`src/rtl/sgd_rd_scheduler.sv`:
```
// sgd_rd_scheduler: AR-channel burst sequencer for SGD epochs and mini-batches.
// Each batch issues b (label) bursts tagged TAG_B, then a (sample) bursts tagged TAG_A.
// Issue is limited by an outstanding-burst credit count and by dispatch almost_full.
// Optional feature macro: SGD_RD_PERF_EN enables the AR stall-cycle counter.
module sgd_rd_scheduler #(
  parameter int ADDR_WIDTH      = 64,
  parameter int ID_WIDTH        = 5,
  parameter int BURST_LEN       = 8,
  parameter int MAX_OUTSTANDING = 4,
  parameter int TAG_A           = 1,
  parameter int TAG_B           = 2
) (
  input  logic                  clk,
  input  logic                  rst_n,
  input  logic                  start,
  input  logic [ADDR_WIDTH-1:0] a_base_addr,
  input  logic [ADDR_WIDTH-1:0] b_base_addr,
  input  logic [15:0]           a_bursts_per_batch,
  input  logic [15:0]           b_bursts_per_batch,
  input  logic [15:0]           num_batches,
  input  logic [15:0]           num_epochs,
  output logic                  m_axi_ARVALID,
  input  logic                  m_axi_ARREADY,
  output logic [ADDR_WIDTH-1:0] m_axi_ARADDR,
  output logic [7:0]            m_axi_ARLEN,
  output logic [2:0]            m_axi_ARSIZE,
  output logic [1:0]            m_axi_ARBURST,
  output logic [ID_WIDTH-1:0]   m_axi_ARID,
  input  logic                  rsp_fire,
  input  logic                  rsp_last,
  input  logic                  dispatch_almost_full,
  output logic                  busy,
  output logic                  done,
  output logic [7:0]            outstanding,
  output logic [31:0]           perf_ar_stall_cycles
);
  localparam logic [ADDR_WIDTH-1:0] STRIDE = ADDR_WIDTH'(BURST_LEN * 64);

  typedef enum logic [2:0] {
    S_IDLE, S_ISSUE_B, S_ISSUE_A, S_NEXT_BATCH, S_NEXT_EPOCH, S_DRAIN, S_DONE
  } state_t;

  state_t                r_state, w_nxt;
  logic [ADDR_WIDTH-1:0] r_a_base, r_b_base, r_a_ptr, r_b_ptr, r_araddr;
  logic [15:0]           r_a_cnt, r_b_cnt, r_num_batches, r_num_epochs;
  logic [15:0]           r_batch_cnt, r_epoch_cnt, r_burst_cnt;
  logic [ID_WIDTH-1:0]   r_arid;
  logic                  r_arvalid, r_busy;
  logic [7:0]            r_outstanding;
  logic                  w_hs, w_in_issue, w_issue_done, w_rise, w_rlast;
  logic [15:0]           w_target;
  state_t                w_first;

  assign w_hs         = r_arvalid & m_axi_ARREADY;
  assign w_rlast      = rsp_fire & rsp_last;
  assign w_in_issue   = (r_state == S_ISSUE_B) | (r_state == S_ISSUE_A);
  assign w_target     = (r_state == S_ISSUE_B) ? r_b_cnt : r_a_cnt;
  // A state's quota is complete once the last handshake has retired ARVALID.
  assign w_issue_done = w_in_issue & ~r_arvalid & (r_burst_cnt == w_target);
  assign w_rise       = w_in_issue & ~r_arvalid & (r_burst_cnt < w_target) &
                        (r_outstanding < 8'(MAX_OUTSTANDING)) & ~dispatch_almost_full;
  assign w_first      = (r_b_cnt != 16'd0) ? S_ISSUE_B : S_ISSUE_A;

  // State register.
  always_ff @(posedge clk or negedge rst_n) begin
    if (!rst_n) r_state <= S_IDLE;
    else        r_state <= w_nxt;
  end

  // Next-state sequencing through batches and epochs.
  always_comb begin
    w_nxt = r_state;
    case (r_state)
      S_IDLE:
        if (start) begin
          if (num_epochs == 16'd0 || num_batches == 16'd0) w_nxt = S_DONE;
          else if (b_bursts_per_batch != 16'd0)            w_nxt = S_ISSUE_B;
          else                                             w_nxt = S_ISSUE_A;
        end
      S_ISSUE_B:
        if (w_issue_done) w_nxt = (r_a_cnt == 16'd0) ? S_NEXT_BATCH : S_ISSUE_A;
      S_ISSUE_A:
        if (w_issue_done) w_nxt = S_NEXT_BATCH;
      S_NEXT_BATCH:
        w_nxt = (r_batch_cnt == r_num_batches - 16'd1) ? S_NEXT_EPOCH : w_first;
      S_NEXT_EPOCH:
        w_nxt = (r_epoch_cnt == r_num_epochs - 16'd1) ? S_DRAIN : w_first;
      S_DRAIN:
        if (r_outstanding == 8'd0) w_nxt = S_DONE;
      S_DONE:
        w_nxt = S_IDLE;
      default:
        w_nxt = S_IDLE;
    endcase
  end

  // Config capture, address pointers, loop counters and AR request register.
  always_ff @(posedge clk or negedge rst_n) begin
    if (!rst_n) begin
      r_a_base <= '0; r_b_base <= '0; r_a_ptr <= '0; r_b_ptr <= '0; r_araddr <= '0;
      r_a_cnt <= '0; r_b_cnt <= '0; r_num_batches <= '0; r_num_epochs <= '0;
      r_batch_cnt <= '0; r_epoch_cnt <= '0; r_burst_cnt <= '0;
      r_arid <= '0; r_arvalid <= 1'b0; r_busy <= 1'b0;
    end else begin
      if (r_state == S_IDLE && start) begin
        r_a_base      <= a_base_addr;
        r_b_base      <= b_base_addr;
        r_a_ptr       <= a_base_addr;
        r_b_ptr       <= b_base_addr;
        r_a_cnt       <= a_bursts_per_batch;
        r_b_cnt       <= b_bursts_per_batch;
        r_num_batches <= num_batches;
        r_num_epochs  <= num_epochs;
        r_batch_cnt   <= '0;
        r_epoch_cnt   <= '0;
        r_burst_cnt   <= '0;
        r_busy        <= 1'b1;
      end
      if (w_rise) begin
        r_arvalid <= 1'b1;
        r_araddr  <= (r_state == S_ISSUE_B) ? r_b_ptr : r_a_ptr;
        r_arid    <= (r_state == S_ISSUE_B) ? ID_WIDTH'(TAG_B) : ID_WIDTH'(TAG_A);
      end else if (w_hs) begin
        r_arvalid   <= 1'b0;
        r_burst_cnt <= r_burst_cnt + 16'd1;
        if (r_state == S_ISSUE_B) r_b_ptr <= r_b_ptr + STRIDE;
        else                      r_a_ptr <= r_a_ptr + STRIDE;
      end
      if (w_in_issue && w_nxt != r_state) r_burst_cnt <= '0;
      if (r_state == S_NEXT_BATCH) r_batch_cnt <= r_batch_cnt + 16'd1;
      if (r_state == S_NEXT_EPOCH) begin
        r_epoch_cnt <= r_epoch_cnt + 16'd1;
        r_batch_cnt <= '0;
        r_a_ptr     <= r_a_base;
        r_b_ptr     <= r_b_base;
      end
      if (r_state == S_DONE) r_busy <= 1'b0;
    end
  end

  // In-flight burst credits; RLASTs of bursts abandoned by reset saturate at zero.
  always_ff @(posedge clk or negedge rst_n) begin
    if (!rst_n) r_outstanding <= '0;
    else if (w_hs && !w_rlast) r_outstanding <= r_outstanding + 8'd1;
    else if (!w_hs && w_rlast && r_outstanding != 8'd0) r_outstanding <= r_outstanding - 8'd1;
  end

`ifdef SGD_RD_PERF_EN
  logic [31:0] r_perf;
  logic        w_stall;
  assign w_stall = (r_busy & ~r_arvalid &
                    ((r_outstanding == 8'(MAX_OUTSTANDING)) | dispatch_almost_full)) |
                   (r_arvalid & ~m_axi_ARREADY);

  // Saturating count of cycles where AR issue is blocked.
  always_ff @(posedge clk or negedge rst_n) begin
    if (!rst_n)                                   r_perf <= '0;
    else if (r_state == S_IDLE && start)          r_perf <= '0;
    else if (w_stall && r_perf != 32'hFFFF_FFFF)  r_perf <= r_perf + 32'd1;
  end
  assign perf_ar_stall_cycles = r_perf;
`else
  assign perf_ar_stall_cycles = 32'd0;
`endif

  assign m_axi_ARVALID = r_arvalid;
  assign m_axi_ARADDR  = r_araddr;
  assign m_axi_ARID    = r_arid;
  assign m_axi_ARLEN   = 8'(BURST_LEN - 1);
  assign m_axi_ARSIZE  = 3'b110;
  assign m_axi_ARBURST = 2'b01;
  assign busy          = r_busy;
  assign done          = (r_state == S_DONE);
  assign outstanding   = r_outstanding;
endmodule

```
`config.mk`:
```
export PLATFORM = sky130hd
export DESIGN_NAME = sgd_rd_scheduler
export DESIGN_NICKNAME = d
export VERILOG_FILES = /design/src/rtl/sgd_rd_scheduler.sv
export SDC_FILE = /design/constraint.sdc
export NUM_CORES = 1
export LEC_CHECK = 0
export ABC_AREA = 0
export ABC_CLOCK_PERIOD_IN_PS = 12900
export BUFFER_PORTS_ARGS = -buffer_cell sky130_fd_sc_hd__buf_2
export CORE_ASPECT_RATIO = 1.1
export CORE_MARGIN = 3
export CORE_UTILIZATION = 32
export DETAILED_ROUTE_END_ITERATION = 16
export SLEW_MARGIN = 20
export SYNTH_ARGS = -nofsm -noshare
export SYNTH_HDL_FRONTEND = slang
export SYNTH_SLANG_ARGS = --single-unit
```
`constraint.sdc`:
```
create_clock -name clk -period 12.9 [get_ports clk]
set_clock_uncertainty 0.2 [all_clocks]
set_input_delay 2.58 -clock clk [delete_from_list [all_inputs] [get_ports clk]]
set_output_delay 2.58 -clock clk [all_outputs]
set_load 0.01 [all_outputs]
```
After elaboration in Yosys (flattened, before gate mapping)
Cells that the tools add are included.
- output and inout bits: 125
- register bits after elaboration: 450
- equality and inequality tests: 10
- bitwise logic cells: 10
- muxes and demuxes: 38
- add/sub/neg operators: 9
- magnitude comparators: 2
- reduce and logical (&&, ||, !) cells: 21
- operators by type and width (operator ; number):
    $mux W64 ; 11
    $mux W16 ; 9
    $add A64 B10 Y64 const B ; 2
    $add A16 B1 Y16 const B ; 3
    $eq A16 B16 Y1 ; 3
    $logic_not A16 Y1 ; 3
    $reduce_bool A16 Y1 ; 2
    $sub A16 B1 Y16 const B ; 2
    $mux W3 ; 7
    $pmux W3 S6 ; 1
    $lt A16 B16 Y1 ; 1
    $mux W8 ; 2
    $eq A3 B3 Y1 const B ; 3
    $add A8 B1 Y8 const B ; 1
    $logic_not A8 Y1 ; 1
    $lt A8 B3 Y1 const B ; 1
    $reduce_bool A2 Y1 ; 4
    $reduce_bool A8 Y1 ; 1
    $sub A8 B1 Y8 const B ; 1
    $and A1 B1 Y1 ; 7
    $eq A3 B2 Y1 const B ; 2
    $mux W2 ; 3
    $logic_and A1 B1 Y1 ; 5
    $mux W1 ; 5
    other kinds (8) ; 10

Logic depth before layout (Yosys ltp)
Gate-level depths: netlist (run 1).
- depth after elaboration: 9
- depth in mapped cells: 17
- gate-level depth less buffers: 12

Worst setup path before layout (run 1)
Ideal clock, no wire load.
- kind: input to register
- start: input m_axi_ARREADY
- end: register r_outstanding[7], in the netlist outstanding[7]
- buffers on the path: 1
- arrival time: 4.769 ns
- setup slack: 7.806 ns
- stages on the path: 12
- cells stage by stage: and2_1 clkbuf_1 nand2_1 ha_1 a21o_1 a21oi_1 nor2b_1 o21a_1 o41ai_1 nand2_1 o21a_1 xnor2_1
- word-level cells in the longest chain between the ends: 5
- elaborated cells between the ends (all ways): 7
- classes of those cells: mux (1); bitwise (1); reduce/logical (5)
- RTL lines (element ; line ; RTL):
    from (decl) ; 23 ; input logic m_axi_ARREADY,
    $and A1 B1 Y1 * ; 54 ; assign w_hs = r_arvalid & m_axi_ARREADY;
    $logic_not A1 Y1 ; 145 ; else if (!w_hs && w_rlast && r_outstanding != 8'd0) r_outstanding <= r_outstanding - 8'd1;
    $logic_and A1 B1 Y1 (2 in series) ; 145 ;
    $reduce_bool A2 Y1 (no line) ; n/a ;
    to (signal assigned) ; 144 ; else if (w_hs && !w_rlast) r_outstanding <= r_outstanding + 8'd1;
    to (signal assigned) ; 145 ;
    to (decl) ; 49 ; logic [7:0] r_outstanding;
Every way passes the cells marked *; elsewhere a longest branch is shown, timed or not.
A chain may end at the register's enable or synchronous reset.

Worst setup path in the final report (run 1)
- start: input start
- end: register r_b_ptr[18]
- word-level cells in the longest chain between the ends: 6
- RTL lines (element ; line ; RTL):
    from (decl) ; 15 ; input logic start,
    $logic_and A1 B1 Y1 * ; 105 ; if (r_state == S_IDLE && start) begin
    $mux W64 * ; 105 ;
    $mux W64 ; 126 ; if (r_state == S_ISSUE_B) r_b_ptr <= r_b_ptr + STRIDE;
    $mux W64 ; 123 ; end else if (w_hs) begin
    $mux W64 * ; 119 ; if (w_rise) begin
    $mux W64 * ; 131 ; if (r_state == S_NEXT_EPOCH) begin
    to (signal assigned) ; 109 ; r_b_ptr <= b_base_addr;
    to (signal assigned) ; 126 ;
    to (signal assigned) ; 135 ; r_b_ptr <= r_b_base;
    to (decl) ; 44 ; logic [ADDR_WIDTH-1:0] r_a_base, r_b_base, r_a_ptr, r_b_ptr, r_araddr;
Marked as above.

==> impl_metrics.yaml, run 1 <==
floorplanning:
  die_area_sq_mm: 0.07700
  die_y_um: 290.7
  core_area_sq_mm: 0.07243
  start_util: 0.3256
  rows: 103
  die_w_um: 264.9
  ioPinCount: 324
detailed_routing:
  first_pass_iters: 5
  drcViolationCount: 0
  dr.first_iter.drc_count: 1380
  ant_nets: 0
  wl_per_cell_um: 18.97
  routed_wl_um: 75480
  vias: 20680
  viasPerCell: 5.199
global_routing:
  grt_max_degree: 168
  antenna_found_initial: 11
  grt_util_all_layers: 0.1914
  grt_pass1_wl_um: 117100
  grt_pass1_vias: 20033
  overflow: 0
yosys:
  synthDistinctLibCells: 79
  synth_warnings: 0
  synth.top_cell.area_share: 0.4743
  yosysSeqAreaShare: 0.4743
  synth_ff_type: "dfrtp_1"
  synthCells: 2797
  synth_largest_area_cell: "dfrtp_1"
  synth-simple-area-share: 0.2624
  synth_top_family_by_area: "simple AND/OR/NAND/NOR gates"
  syn_avg_cell_area_sq_um: 8.432
  yosys.area_share.adder: 0.01623
  ys_ff_latch: 447
  synth_edf_count: 0
  synth_compound_area_frac: 0.1290
  synth_xor_xnor_area_share: 0.02822
  async_reset_ff_frac: 1.000
  yosys-mux-area-fraction: 0.04313
  synth_area_sq_mm: 0.02359
  synth_area_leaders: "dfrtp_1 47%, nand2_1 16%, o21ai_0 3.6%"
worst_setup_path:
  path_max_fanout: 137
  r2r-end: "m_axi_ARADDR[33]$_DFFE_PN0P_"
  endpoint_kind: "flop"
  crit_arrival_ns: 5.51
  ff2ff_path_depth: 10
  r2r_start: "r_state[0]$_DFF_PN0_"
  worstPathRequired_ns: 13.22
  critPathLaunchType: "input pin"
  ff2ff_setup_slack_ns: 8.48
  path_class: "in -> reg"
finish:
  post-route-util: 0.3772
  syn_to_final_growth_pct: 15.85
  final_nets: 3218
  fin_cells: 3978
  filler_cell_count: 7444
  drive_gt1_frac: 0.1592
sta:
  report.final.hold_viol_count: 0
  max_freq_mhz: 192.8
  slew_viol_final: 0
  holdWs_ns: 0.2578
  relSlewSlack: 0.3524
  period_share: 0.4022
  rsz0062_at_grt: "false"
  finalSetupTns_ns: 0
  min_period_ns: 5.188
  worstMarginPinSlew_ns: 0.9715
  setup_viol: 0
clocking:
  clock_path_buffers: 3
  htreeDepth: 2
  cts_resized: 0
  insertion_delay_ns: 0.60
  cts_tree: "yes"
  post-cts-setup-buffers: 0
  root_buffer: "clkbuf_16"
  clock_sinks: 447
  numCtsBuffers: 52
  cts_hold_buf: 0
  clkTransAtPathRegs_ns: 0.07
run:
  maxCapViolCount: 0
pwr:
  peakVddDrop_uv: 108.1
  p_per_area_mw_per_mm2: 227.0
  total_power_mw: 6.202
  leakage_nw: 13.02
run_status:
  status: "finished, final reports clean"
worst_hold_path:
  worstHoldEndpoint: "r_a_ptr[51]$_DFF_PN0_"
  hp-start: "r_a_base[51]$_DFFE_PN0P_"
  hold_path_depth: 2
  holdCritPathClass: "reg -> reg"
placed_design:
  place.detailed.hpwl_um: 52010
  portBuffers: 275
  finalWeightedCongestion: 0.8292
  place_inst: 3880
[critical path, cell delays in order]
cell and delay, ns:
buf_2 0.12, or4b_4 0.75, buf_4 0.63, buf_12 0.56, nand2_1 0.29, o211ai_1 0.17, o21ai_0 0.11, a31oi_1 0.17
[through the flow]
| step | setup slack (ns) | area [sq um] |
|---|---|---|
| finish | 7.712 | 27320 |
| global route | 7.505 | 27310 |
| CTS | 7.754 | 27310 |
| detailed placement | 7.110 | 25620 |
| global placement | 7.162 | 25590 |
| floorplan | 7.806 | 23760 |
[sequential cells by signal, indices dropped and copies added (netlist names), 64 cells and up]
name          count
m_axi_ARADDR     64
r_a_base         64
r_a_ptr          64
r_b_base         64
r_b_ptr          64
[per-layer routing]
metal,wire [um],share of wire,track usage
met1,32860,0.44,0.2554
met2,35550,0.47,0.3149
met4,2720,0.036,0.06711
met5,13,0.00017,0
met3,4335,0.057,0.03107
[report_power, final]
| group | total [mW] | leakage, nW | internal [mW] | switching [mW] |
|---|---|---|---|---|
| Combinational | 2.16 | 6.70 | 0.874 | 1.29 |
| Clock | 1.48 | 0.813 | 0.855 | 0.630 |
| Sequential | 2.56 | 5.51 | 1.99 | 0.563 |
| Total | 6.20 | 13.0 | 3.72 | 2.48 |
[cell usage after synthesis (5+ instances only)]
library cell / number
a211oi_1: 19
a21o_1: 14
a21oi_1: 98
a221o_1: 7
a221oi_1: 6
a22o_1: 9
a22oi_1: 12
a311oi_1: 12
a31oi_1: 16
a41oi_1: 7
and2_1: 6
and3_1: 32
and4_1: 15
buf_1: 11
buf_2: 7
buf_4: 49
clkbuf_1: 134
dfrtp_1: 447
ha_1: 29
inv_1: 26
mux2_2: 69
mux2i_1: 24
nand2_1: 980
nand2b_1: 10
nand3_1: 98
nand3b_1: 6
nand4_1: 43
nor2_1: 124
nor2b_1: 11
nor3_1: 31
nor3b_1: 5
nor4_1: 35
o211ai_1: 13
o21a_1: 10
o21ai_0: 172
o221ai_1: 20
o22ai_1: 11
o31ai_1: 23
or2_2: 6
or3_1: 10
xnor2_1: 40
xor2_1: 36
[cell families (layout without fill, tap and decap cells)]
logic type / after synthesis / count (layout)
adder cells (fa/ha/maj): 30 / 30
multiplexers: 93 / 93
buffers and inverters: 233 / 418
flip-flops: 447 / 447
other: 2 / 53
AND/OR/NAND/NOR: 1434 / 1434
AO/OA/AOI/OAI: 482 / 482
XOR/XNOR: 76 / 76
[layout make-up]
| type | count | area (sq um) | share of cell area |
|---|---|---|---|
| repair buffers | 299 | 1624 | 0.05944 |
| diodes | 5 | 12.51 | 0.0004579 |
| clock inverters | 22 | 229.0 | 0.008380 |
| flip-flops and latches | 447 | 11190 | 0.4094 |
| inverters | 26 | 97.59 | 0.003572 |
| multi-input cells | 2163 | 11530 | 0.4219 |
| clock buffers | 71 | 1463 | 0.05353 |
| well taps | 945 | 1182 | 0.04327 |
[layout by cell type (no fill, tap or decap), drive strengths merged, types with 24 or more instances in the layout]
master  instances
nor2          125
mux2i          24
nand3          98
inv            29
dfrtp         447
ha             29
conb           48
o21ai         174
nand4          45
clkbuf         71
nor3           34
xnor2          40
xor2           36
nand2         981
buf           299
mux2           69
nor4           36
and3           32
a21oi          98
[worst max-delay path by stage]
stage	startpoint	end
CTS	start	r_b_ptr[18]$_DFF_PN0_
global route	start	r_b_ptr[18]$_DFF_PN0_
global placement	start	r_b_ptr[18]$_DFF_PN0_
finish	start	r_b_ptr[18]$_DFF_PN0_
detailed placement	start	r_b_ptr[18]$_DFF_PN0_
floorplan	m_axi_ARREADY	outstanding[7]$_DFFE_PN0P_
(Power assumes the default switching activity.)
==> inputs of run 2 (changes only) <==
- ABC_CLOCK_PERIOD_IN_PS: 12900 -> 4200
- clock period: 12.9 -> 4.2 ns (I/O delays scaled with it)
==> run 2 against run 1 <==
  * Largest power group unchanged
  * Via count about the same
  * Die area unchanged
  * Final cell count up 0.63%
  * Hold slack worse by 0.25 ns
  * Utilization up 0.44 points
  * Worst setup slack worse by 7.1 ns
  * Power rose to 3.1 times the previous value
  * Critical path depth up 4
  * Sequential cell count unchanged
  * Register-to-register slack worse by 7.9 ns
  * Clock power rose to 3.2 times the previous value
==> impl_metrics.yaml, run 2 (synthesis results as in run 1) <==
detailed_routing:
  dr.first_iter.drc_count: 1669
  first_pass_iters: 7
  drcViolationCount: 0
  routed_wl_um: 75820
  ant_nets: 0
  vias: 20697
  wl_per_cell_um: 18.94
  viasPerCell: 5.170
worst_setup_path:
  critPathLaunch: "r_state[1]$_DFF_PN0_"
  slowest_stage: "or3b_4"
  r2r_start: "r_state[1]$_DFF_PN0_"
  endpoint_kind: "flop"
  critPathLaunchType: "flop"
  worstPathRequired_ns: 4.47
  crit_chain: "or3b_4 > mux2i_1 > ha_1 > nor2b_1 > o21ai_0 > nand2b_1 > a21oi_1 > o21ai_0 > a221oi_1 > o211ai_1 > buf_12 > mux2_2"
  crit_top_cell: "o21ai_0"
  path_max_fanout: 66
  crit_arrival_ns: 3.89
  critical_path.max_stage_delay_ns: 0.54
  path_class: "reg -> reg"
clocking:
  cts_hold_buf: 0
  cts_resized: 0
  cts_tree: "yes"
  htreeDepth: 2
  clock_path_buffers: 3
  post-cts-setup-buffers: 0
  numCtsBuffers: 54
  root_buffer: "clkbuf_16"
  clock_sinks: 447
  clkTransAtPathRegs_ns: 0.06
  insertion_delay_ns: 0.63
finish:
  filler_cell_count: 7404
  multi_input_area_sq_mm: 0.01153
  seq_area_sq_mm: 0.01119
  syn_to_final_growth_pct: 17.20
  final_common_cell: "nand2_1"
  final_nets: 3243
  fin_cells: 4003
  final_cell_mix: "980 x nand2_1, 447 x dfrtp_1, 274 x buf_2"
  drive_gt1_frac: 0.1664
global_routing:
  grt_max_degree: 103
  grt_pass1_vias: 20134
  grt_util_all_layers: 0.1934
  grt_pass1_wl_um: 118200
  overflow: 0
  antenna_found_initial: 11
sta:
  finalSetupTns_ns: 0
  setup_viol: 0
  worstMarginPinSlew_ns: 0.8571
  holdWs_ns: 0.008019
  rsz0062_at_grt: "false"
  period_share: 0.8621
  min_period_ns: 3.621
  report.final.hold_viol_count: 0
  max_freq_mhz: 276.2
  slew_viol_final: 0
  relSlewSlack: 0.4286
floorplanning:
  ioPinCount: 324
  die_w_um: 264.9
  rows: 103
  die_y_um: 290.7
  core_area_sq_mm: 0.07243
  die_area_sq_mm: 0.07700
  start_util: 0.3256
placed_design:
  portBuffers: 275
  place_inst: 3902
  finalWeightedCongestion: 0.8432
  place.detailed.hpwl_um: 53360
pwr:
  peakVddDrop_uv: 405.3
  leakage_nw: 13.22
  p_per_area_mw_per_mm2: 698.0
worst_hold_path:
  holdCritPathClass: "in -> async"
run_status:
  status: "finished, final reports clean"
run:
  maxCapViolCount: 0
-- run 2: cell types whose count changed in the layout (fill, tap and decap cells not counted), moves of 2 or more --
cell / previous run / this run
buf_4: 20 / 38
buf_12: 3 / 8
clkinvlp_4: 7 / 2
clkinv_2: 7 / 11
clkbuf_1: 10 / 8
clkbuf_16: 52 / 54
clkbuf_8: 9 / 7
clkinv_4: 1 / 3
-- run 2: through the flow --
step	cell area [sq um]	total power, mW	worst slack [ns]	utilization
5_1_grt	27630	20.75	0.3582	0.3815
3_5_place_dp	25820	14.63	0.5685	0.3565
3_3_place_gp	25820	14.48	0.5971	0.3565
2_1_floorplan	23760	12.15	0.1209	-
4_1_cts	27600	19.47	0.5512	0.3811
6_report	27640	19.29	0.5791	0.3816
-- run 2: cell type report --
cell class	count	share of cell area
clock buffers	69	0.05346
repair buffers	322	0.06726
clock inverters	26	0.01086
diodes	5	0.0004527
flip-flops and latches	447	0.4047
well taps	945	0.04278
multi-input cells	2163	0.4170
inverters	26	0.003531
-- run 2: final timing paths --
kind                                                 to  slack (ns)  depth (start not counted)
max                        m_axi_ARADDR[18]$_DFFE_PN0P_        0.58                         12
min                         m_axi_ARADDR[1]$_DFFE_PN0P_       0.008                          1
max reg2reg                m_axi_ARADDR[18]$_DFFE_PN0P_        0.58                         12
min reg2reg                       r_a_ptr[24]$_DFF_PN0_        0.25                          2
max in group asynchronous    outstanding[6]$_DFFE_PN0P_        2.81                          2
min in group clk               r_b_base[23]$_DFFE_PN0P_        0.22                          3
-- run 2: layer usage --
metal / routed length [um] / GRT usage / up-vias
met4: 2395 / 0.06335 / 0
met1: 32480 / 0.2534 / 10053
met5: 0 / 0 / -
met3: 4101 / 0.03014 / 122
li1: - / - / 9946
met2: 36840 / 0.3267 / 576
-- run 2: power by group --
| part | total [mW] | switching [mW] | internal, mW |
|---|---|---|---|
| sequential | 7.88 | 1.76 | 6.12 |
| clock | 4.73 | 1.99 | 2.74 |
| combinational | 6.68 | 3.94 | 2.74 |
-- run 2: worst max-delay path: cells and delay by family, from the launching register on --
kind	cells	cell delay (ns)
flip-flops	1	0.38
buffers and inverters	1	0.40
multiplexers	2	0.56
AO/OA/AOI/OAI	5	0.84
adder cells (fa/ha/maj)	1	0.30
AND/OR/NAND/NOR	3	0.73
